## config.mk

```make
export PLATFORM = sky130hd
export DESIGN_NAME = sync_debounce_flat
export DESIGN_NICKNAME = d
export VERILOG_FILES = /design/src/rtl/sync_pkg.sv /design/src/rtl/sync_debounce_if.sv /design/src/rtl/sync_debounce_channel.sv /design/src/rtl/sync_debounce.sv /design/src/flat_wrapper.sv
export SDC_FILE = /design/constraint.sdc
export NUM_CORES = 1
export LEC_CHECK = 0
export ABC_AREA = 1
export CAP_MARGIN = 20
export CELL_PAD_IN_SITES_DETAIL_PLACEMENT = 0
export CELL_PAD_IN_SITES_GLOBAL_PLACEMENT = 2
export CORE_AREA = 2 2 39 41
export DETAILED_ROUTE_END_ITERATION = 12
export DIE_AREA = 0 0 41 43
export HOLD_SLACK_MARGIN = 0.15
export PLACE_DENSITY_LB_ADDON = 0.1
export SYNTH_ARGS = -nofsm -noshare
export SYNTH_HDL_FRONTEND = slang
export SYNTH_SLANG_ARGS = --single-unit
```

## constraint.sdc

```tcl
create_clock -name clk -period 0.8 [get_ports clk]
set_input_delay 0.08 -clock clk [delete_from_list [all_inputs] [get_ports clk]]
set_output_delay 0.08 -clock clk [all_outputs]
set_load 0.1 [all_outputs]
```

## src/rtl/sync_pkg.sv

```systemverilog
// Shared constants and helpers for the input-conditioning blocks.
// Latency: n/a (package only).
// Backpressure: n/a; every user of these defaults ends up with the same synchronizer depth and filter setting.
package sync_pkg;

    // Three flops keep MTBF comfortable at typical core clock rates.
    localparam int SYNC_STAGES_DEFAULT   = 3;
    // Filtering is opt-in; plain synchronization is the common case.
    localparam int FILTER_CYCLES_DEFAULT = 0;

    // Ceiling log2; clog2(1) = 0, clog2(4) = 2, clog2(5) = 3.
    function automatic int clog2(input int value);
        int result;
        int rem;
        result = 0;
        rem    = value - 1;
        while (rem > 0) begin
            result = result + 1;
            rem    = rem >> 1;
        end
        return result;
    endfunction

    // Debounce counter width. It counts 0..F-1 and never needs fewer than one bit.
    function automatic int cnt_width(input int filter_cycles);
        return (clog2(filter_cycles) < 1) ? 1 : clog2(filter_cycles);
    endfunction

endpackage

```

## src/rtl/sync_debounce_if.sv

```systemverilog
// Bundles the per-channel level and strobe signals of the input conditioner.
// Latency: n/a (wiring only).
// Backpressure: none; data_i is sampled every cycle and the outputs are plain registered levels and strobes.
//   data_i : asynchronous inputs, driven by the master side
//   data_o : synchronized, filtered level
//   rise_o : one-cycle strobe when data_o goes 0->1
//   fall_o : one-cycle strobe when data_o goes 1->0
interface sync_debounce_if #(
    parameter int WIDTH = 1
);
    logic [WIDTH-1:0] data_i;
    logic [WIDTH-1:0] data_o;
    logic [WIDTH-1:0] rise_o;
    logic [WIDTH-1:0] fall_o;

    // Master drives the asynchronous inputs and consumes the conditioned result.
    modport master (
        output data_i,
        input  data_o,
        input  rise_o,
        input  fall_o
    );

    // Slave is the conditioner itself.
    modport slave (
        input  data_i,
        output data_o,
        output rise_o,
        output fall_o
    );
endinterface

```

## src/rtl/sync_debounce_channel.sv

```systemverilog
// Single-channel pulse filter: the level only follows a candidate that has differed from it for F consecutive cycles.
// Latency: F cycles from the candidate change to the level/strobe change, with level and strobes registered together.
// Backpressure: none; the candidate is evaluated every cycle.
//   clk, reset : clock and synchronous active-high reset
//   cand       : synchronized candidate level (the last sync-chain stage)
//   level      : filtered level register
//   rise, fall : one-cycle strobes, high in the cycle that level shows its new value
module debounce_channel
    import sync_pkg::*;
#(
    parameter int   F         = 1,
    parameter logic RESET_VAL = 1'b0
) (
    input  logic clk,
    input  logic reset,
    input  logic cand,
    output logic level,
    output logic rise,
    output logic fall
);

    localparam int             CW   = cnt_width(F);
    localparam logic [CW-1:0]  LAST = CW'(F - 1);

    logic [CW-1:0] cnt;
    logic [CW-1:0] cnt_next;
    logic          level_q;
    logic          level_next;
    logic          rise_q;
    logic          fall_q;

    // The counter runs only while the candidate disagrees with the level.
    // Any return to the level value clears it, so a change has to persist
    // for F uninterrupted cycles before it is accepted.
    always_comb begin
        level_next = level_q;
        cnt_next   = '0;
        if (cand != level_q) begin
            if (cnt == LAST) begin
                level_next = cand;
            end else begin
                cnt_next = cnt + CW'(1);
            end
        end
    end

    // Strobes come from the same next-state term as the level, so they are
    // aligned with the new level and cannot both be high at once.
    always_ff @(posedge clk) begin
        if (reset) begin
            level_q <= RESET_VAL;
            cnt     <= '0;
            rise_q  <= 1'b0;
            fall_q  <= 1'b0;
        end else begin
            level_q <= level_next;
            cnt     <= cnt_next;
            rise_q  <= level_next & ~level_q;
            fall_q  <= ~level_next & level_q;
        end
    end

`ifdef FORMAL
    initial begin
        level_q = RESET_VAL;
        cnt     = '0;
        rise_q  = 1'b0;
        fall_q  = 1'b0;
    end
`endif

    assign level = level_q;
    assign rise  = rise_q;
    assign fall  = fall_q;

endmodule

```

## src/rtl/sync_debounce.sv

```systemverilog
// Multi-channel conditioner for asynchronous inputs: a STAGES-deep synchronizer, an optional per-channel pulse filter, and rise/fall strobes.
// Latency: STAGES cycles unfiltered, STAGES+FILTER_CYCLES filtered; all outputs are registered.
// Backpressure: none; the inputs are sampled every cycle and the outputs are free-running levels and strobes.
//   clk, reset : clock and synchronous active-high reset
//   bus        : sync_debounce_if slave (data_i in; data_o, rise_o, fall_o out)
// Channels are independent of each other, so a multi-bit bus has to be Gray coded before it reaches this block.
module sync_debounce
    import sync_pkg::*;
#(
    parameter int               WIDTH         = 1,
    parameter int               STAGES        = SYNC_STAGES_DEFAULT,
    parameter logic [WIDTH-1:0] RESET_STATE   = '0,
    parameter int               FILTER_CYCLES = FILTER_CYCLES_DEFAULT
) (
    input  logic           clk,
    input  logic           reset,
    sync_debounce_if.slave bus
);

    // Fewer than two flops offers no metastability protection.
    if (STAGES < 2) begin : g_stages_check
        $error("sync_debounce: STAGES must be at least 2");
    end

    // sync_q[0] samples the pins; sync_q[STAGES-1] is the candidate level.
    logic [WIDTH-1:0] sync_q [STAGES];

    always_ff @(posedge clk) begin
        if (reset) begin
            for (int k = 0; k < STAGES; k++) begin
                sync_q[k] <= RESET_STATE;
            end
        end else begin
            sync_q[0] <= bus.data_i;
            for (int k = 1; k < STAGES; k++) begin
                sync_q[k] <= sync_q[k-1];
            end
        end
    end

`ifdef FORMAL
    initial begin
        for (int k = 0; k < STAGES; k++) begin
            sync_q[k] = RESET_STATE;
        end
    end
`endif

    if (FILTER_CYCLES == 0) begin : g_bypass
        // The candidate register is the output level. Its next value is
        // the stage before it, which lets the strobes land in the same
        // cycle as the level change.
        logic [WIDTH-1:0] rise_q;
        logic [WIDTH-1:0] fall_q;

        always_ff @(posedge clk) begin
            if (reset) begin
                rise_q <= '0;
                fall_q <= '0;
            end else begin
                rise_q <= sync_q[STAGES-2] & ~sync_q[STAGES-1];
                fall_q <= ~sync_q[STAGES-2] & sync_q[STAGES-1];
            end
        end

`ifdef FORMAL
        initial begin
            rise_q = '0;
            fall_q = '0;
        end
`endif

        assign bus.data_o = sync_q[STAGES-1];
        assign bus.rise_o = rise_q;
        assign bus.fall_o = fall_q;
    end else begin : g_filter
        logic [WIDTH-1:0] level_w;
        logic [WIDTH-1:0] rise_w;
        logic [WIDTH-1:0] fall_w;

        for (genvar i = 0; i < WIDTH; i++) begin : g_ch
            debounce_channel #(
                .F         (FILTER_CYCLES),
                .RESET_VAL (RESET_STATE[i])
            ) u_ch (
                .clk   (clk),
                .reset (reset),
                .cand  (sync_q[STAGES-1][i]),
                .level (level_w[i]),
                .rise  (rise_w[i]),
                .fall  (fall_w[i])
            );
        end

        assign bus.data_o = level_w;
        assign bus.rise_o = rise_w;
        assign bus.fall_o = fall_w;
    end

endmodule

```

## src/flat_wrapper.sv

```systemverilog
// flat-port wrapper written by rule: the top's interface ports become plain ports
module sync_debounce_flat import sync_pkg::*;
#(
    parameter int               WIDTH         = 1,
    parameter int               STAGES        = SYNC_STAGES_DEFAULT,
    parameter logic [WIDTH-1:0] RESET_STATE   = '0,
    parameter int               FILTER_CYCLES = FILTER_CYCLES_DEFAULT
)
  (clk, reset, bus_data_i, bus_data_o, bus_rise_o, bus_fall_o);
  sync_debounce_if #(.WIDTH(WIDTH)) bus_i ();
  input  logic clk;
  input  logic reset;
  input wire logic [$bits(bus_i.data_i)-1:0] bus_data_i;
  output wire logic [$bits(bus_i.data_o)-1:0] bus_data_o;
  output wire logic [$bits(bus_i.rise_o)-1:0] bus_rise_o;
  output wire logic [$bits(bus_i.fall_o)-1:0] bus_fall_o;
  assign bus_i.data_i = bus_data_i;
  assign bus_data_o = bus_i.data_o;
  assign bus_rise_o = bus_i.rise_o;
  assign bus_fall_o = bus_i.fall_o;
  sync_debounce #(.WIDTH(WIDTH), .STAGES(STAGES), .RESET_STATE(RESET_STATE), .FILTER_CYCLES(FILTER_CYCLES)) u_core (.clk(clk), .reset(reset), .bus(bus_i));
endmodule
```

### Word-level counts from Yosys, hierarchy flattened

Memories as Yosys holds them, arrays and structs flattened.
Index checks and enable logic that the tools add are counted.

| word-level totals | value |
|---|---|
| bits in registers | 2 |
| memory bits (writable) | 3 |
| bits of input ports | 3 |
| output and inout bits | 3 |
| logic and storage cells | 16 |
| memories | 1 |

| operators by class | value |
|---|---|
| multiplexer cells | 6 |
| bitwise operators | 7 |

Memory list:

| name | words | bits a word | read ports | clocked after memory_dff | write ports | RTL line | text |
|---|---|---|---|---|---|---|---|
| u_core.sync_q | 3 | 1 | 3 | 0 | 3 | sync_debounce.sv:26 | `logic [WIDTH-1:0] sync_q [STAGES];` |

Operators with widths:

| kind | count |
|---|---|
| $mux W1 | 6 |
| $or A1 B1 Y1 | 3 |
| $and A1 B1 Y1 | 2 |
| $not A1 Y1 | 2 |

### Depth between registers and ports, before layout

| logic depth | value |
|---|---|
| depth after elaboration | 3 |
| mapped depth | 3 |
| gate-level depth less buffers | 3 |

### Least setup slack after synthesis

OpenSTA, ideal clock, no wires.

| timing path | value |
|---|---|
| kind | register to register |
| from | mem u_core.sync_q[2][0] (netlist: u_core.sync_q[0][2]) |
| to | reg u_core.g_bypass.fall_q (netlist: u_core.bus.fall_o) |
| setup time | 66 ps |
| arrival time | 1156 ps |
| required time | 734 ps |
| slack | -423 ps |
| stages on the path, launching flop included | 3 |
| path buffers | 0 |
| clock period less this slack | 1223 ps |
| cell sequence | dfxtp_1 nand2_1 nor2_1 |

RTL lines:

| element | RTL line | text |
|---|---|---|
| start, declared | sync_debounce.sv:26 |  |
| end signal, assigned | sync_debounce.sv:62 | `fall_q <= ~sync_q[STAGES-2] & sync_q[STAGES-1];` |
| end, declared | sync_debounce.sv:54 | `logic [WIDTH-1:0] fall_q;` |

==> results by group <==
Clock network
  – H-tree depth: 1
  – Clock-pin slew on the worst setup and hold paths: 0.04 ns
  – CTS buffer count: 3
  – Resize count post-CTS: 0
  – Clock latency on the worst-skew pair: 0.24 ns
  – CTS tree: yes
  – Root buf cell: clkbuf_4
  – Clock tree buffer depth: 2
  – CTS Sinks: 5

Worst setup path
  – CP max FO: 2
  – CP Data Required Time: 0.72 ns
  – Setup CP Type: reg -> out
  – Crit-path cells: buf_12
  – Crit path launch: u_core.sync_q[0][2]$_SDFF_PP0_
  – Crit path buf inv count: 1
  – CP peak stage delay: 0.35 ns
  – Worst path top cell family by delay: flip-flops
  – Critical Path Start Type: flip-flop
  – Crit path DAT: 0.75 ns
  – Reg2reg end: u_core.bus.fall_o$_SDFF_PP0_
  – Crit end category: output pin
  – R2R Setup Slk: 0.13 ns
  – R2r startpoint: u_core.sync_q[0][2]$_SDFF_PP0_
  – R2R depth: 3
  – CP max stage cell: dfxtp_4

Synthesis
  – Syn_nets: 19
  – Mapped Cells: 16
  – Synthesized area: 146 sq um
  – Complex-gate fraction of the synthesized area: 0
  – Simple-gate area share of the yosys netlist: 0.188
  – Sequential cell area fraction in the yosys report: 0.684
  – Synth top area cells: dfxtp_1 (68%), inv_1 (7.7%), nor2_1 (7.7%)
  – Area leader, netlist: dfxtp_1
  – Flop and latch count out of synthesis: 5
  – Post-synthesis xor/xnor area fraction: 0
  – Main combinational cell family by area after synthesis: simple AND/OR/NAND/NOR gates
  – Multiplexer area fraction after synthesis: 0
  – Share of the synthesized area in the top cell type: 0.684
  – Post-synth cell types: 7
  – Yosys warnings: 0
  – Adder-Cell Fraction of Synth Area: 0
  – Avg Inst Size Synth: 9.15 sq um

Global route
  – Largest net degree at the start of global routing: 5
  – Total global routing overflow: 0
  – Number of global-route vias before repair: 126
  – Initial antenna violation count: 0
  – Gr usage total: 0.0503
  – First-pass GRT wire length: 489 microns

STA
  – Final hold violation count: 0
  – RSZ-0062 raised after global routing: yes
  – Final Skew: 0.00356 ns
  – Slew Limit Headroom: 0.887
  – Final Max Slew Viols: 0
  – Highest Clock Rate: 1210 MHz
  – Final min period: 0.828 ns
  – Tcrit/Tclk final: 1.04
  – Setup ws final: -0.0281 ns
  – Slew @ Worst Pin: 0.169 ns
  – Final setup vio count: 3

Final layout
  – Sequential cell area: 106 sq um
  – Area of the multi-input gates: 27.5 sq um
  – Final net count: 30
  – Most frequent cells in the layout: inv_1 (3), nor2_1 (3), clkbuf_4 (3), buf_12 (3)
  – Final core occ: 0.207
  – Area Overhead vs Synth: 95.7%
  – Filler instances: 158
  – Ratio of cells with drive above 1 in the final layout: 0.538
  – Ant. Diodes: 0
  – Final Cell Area: 287 sq um

Placement
  – DP HPWL: 204 microns
  – GP Congestion: 0.526
  – DP Area: 253 sq um
  – I/O Buffers: 5

Die
  – Die height: 43 microns
  – Die area: 1760 sq um
  – Core area: 1380 sq um
  – Row count: 14
  – Num ports: 6
  – Initial Util: 0.106
  – Die width: 41 microns

Worst hold path
  – Hold path depth: 3
  – Worst hold endpoint: u_core.sync_q[0][0]$_SDFF_PP0_
  – Worst min-delay path class: in -> reg
  – Min-delay src: bus_data_i

Routing
  – ANT nets after route: 0
  – Routed WL: 253 microns
  – DR iter-0 viols: 1
  – Drt first pass iters: 2
  – Avg Vias per Cell: 2.88
  – DRC Markers: 0
  – Vias after detailed routing: 121
  – DR WL/cell: 6.02 microns

Pwr
  – Leak Pwr: 0.128 nW
  – PwrDens: 2130 nW/um^2
  – Max IR drop VDD: 0.000755 V

Run status
  – Failing checks: negative setup slack
  – Outcome: finished, violations left

Job
  – Max Cap Viol: 0
[how the worst max path moves through the flow]
stage / endpoint / cells after the start / slack [ns]
after floorplan: u_core.bus.fall_o$_SDFF_PP0_ / 2 / 0.06
after global placement: u_core.bus.rise_o$_SDFF_PP0_ / 4 / -0.11
after detailed placement: u_core.bus.rise_o$_SDFF_PP0_ / 4 / -0.12
after CTS: bus_data_o / 1 / -0.04
after global routing: bus_data_o / 1 / -0.06
final: bus_data_o / 1 / -0.03
[synth_stat cells, drive strengths merged]
master and instances:
dfxtp 5, inv 5, nand2 2, nor2 4
[layer usage]
layer	vias to the layer above	track usage	wire length, microns
li1	63	-	-
met1	50	0.0452	93
met2	6	0.0563	121
met3	2	0.0314	30
met4	0	0.0800	8
met5	-	0	0
[registers in the layout (all words and copies together), names as in the netlist]
name               count
u_core.sync_q          3
u_core.bus.fall_o      1
u_core.bus.rise_o      1
[power breakdown]
part | leakage, nW | switching [W] | internal [W]
Clock | 0.0150 | 0.0000971 | 0.000188
Sequential | 0.0426 | 0.00000501 | 0.000256
Combinational | 0.0708 | 0.0000365 | 0.0000272
[final cells by class]
class,instances,share of cell area
tap,16,0.0699
inverter,5,0.0655
multi-input combinational,6,0.0961
timing repair buffer,6,0.306
sequential,5,0.371
clock buffer,4,0.0917
[through the flow]
step / TNS (ns) / cells / setup slack (ns) / hold slack, ns / power [W]
after floorplan: 0 / 16 / 0.0557 / 0.144 / 0.000299
after global placement: -0.296 / 37 / -0.105 / 0.397 / 0.000329
after detailed placement: -0.309 / 37 / -0.116 / 0.403 / 0.000329
after CTS: -0.102 / 42 / -0.0399 / 0.346 / 0.000631
after global routing: -0.169 / 42 / -0.0624 / 0.381 / 0.000656
final: -0.0620 / 42 / -0.0281 / 0.355 / 0.000610
[repair_timing]
action	4_1_cts	5_1_grt
pin swaps	0	0
hold endpoints to repair	0	0
setup buffers	1	0
setup endpoints to repair	3	3
hold buffers	0	0
[kinds of logic (layout without fill, tap and decap cells)]
family | after synthesis | in the layout
flip-flops | 5 | 5
AND/OR/NAND/NOR | 6 | 6
buffers and inverters | 5 | 15
(Power assumes the default switching activity.)
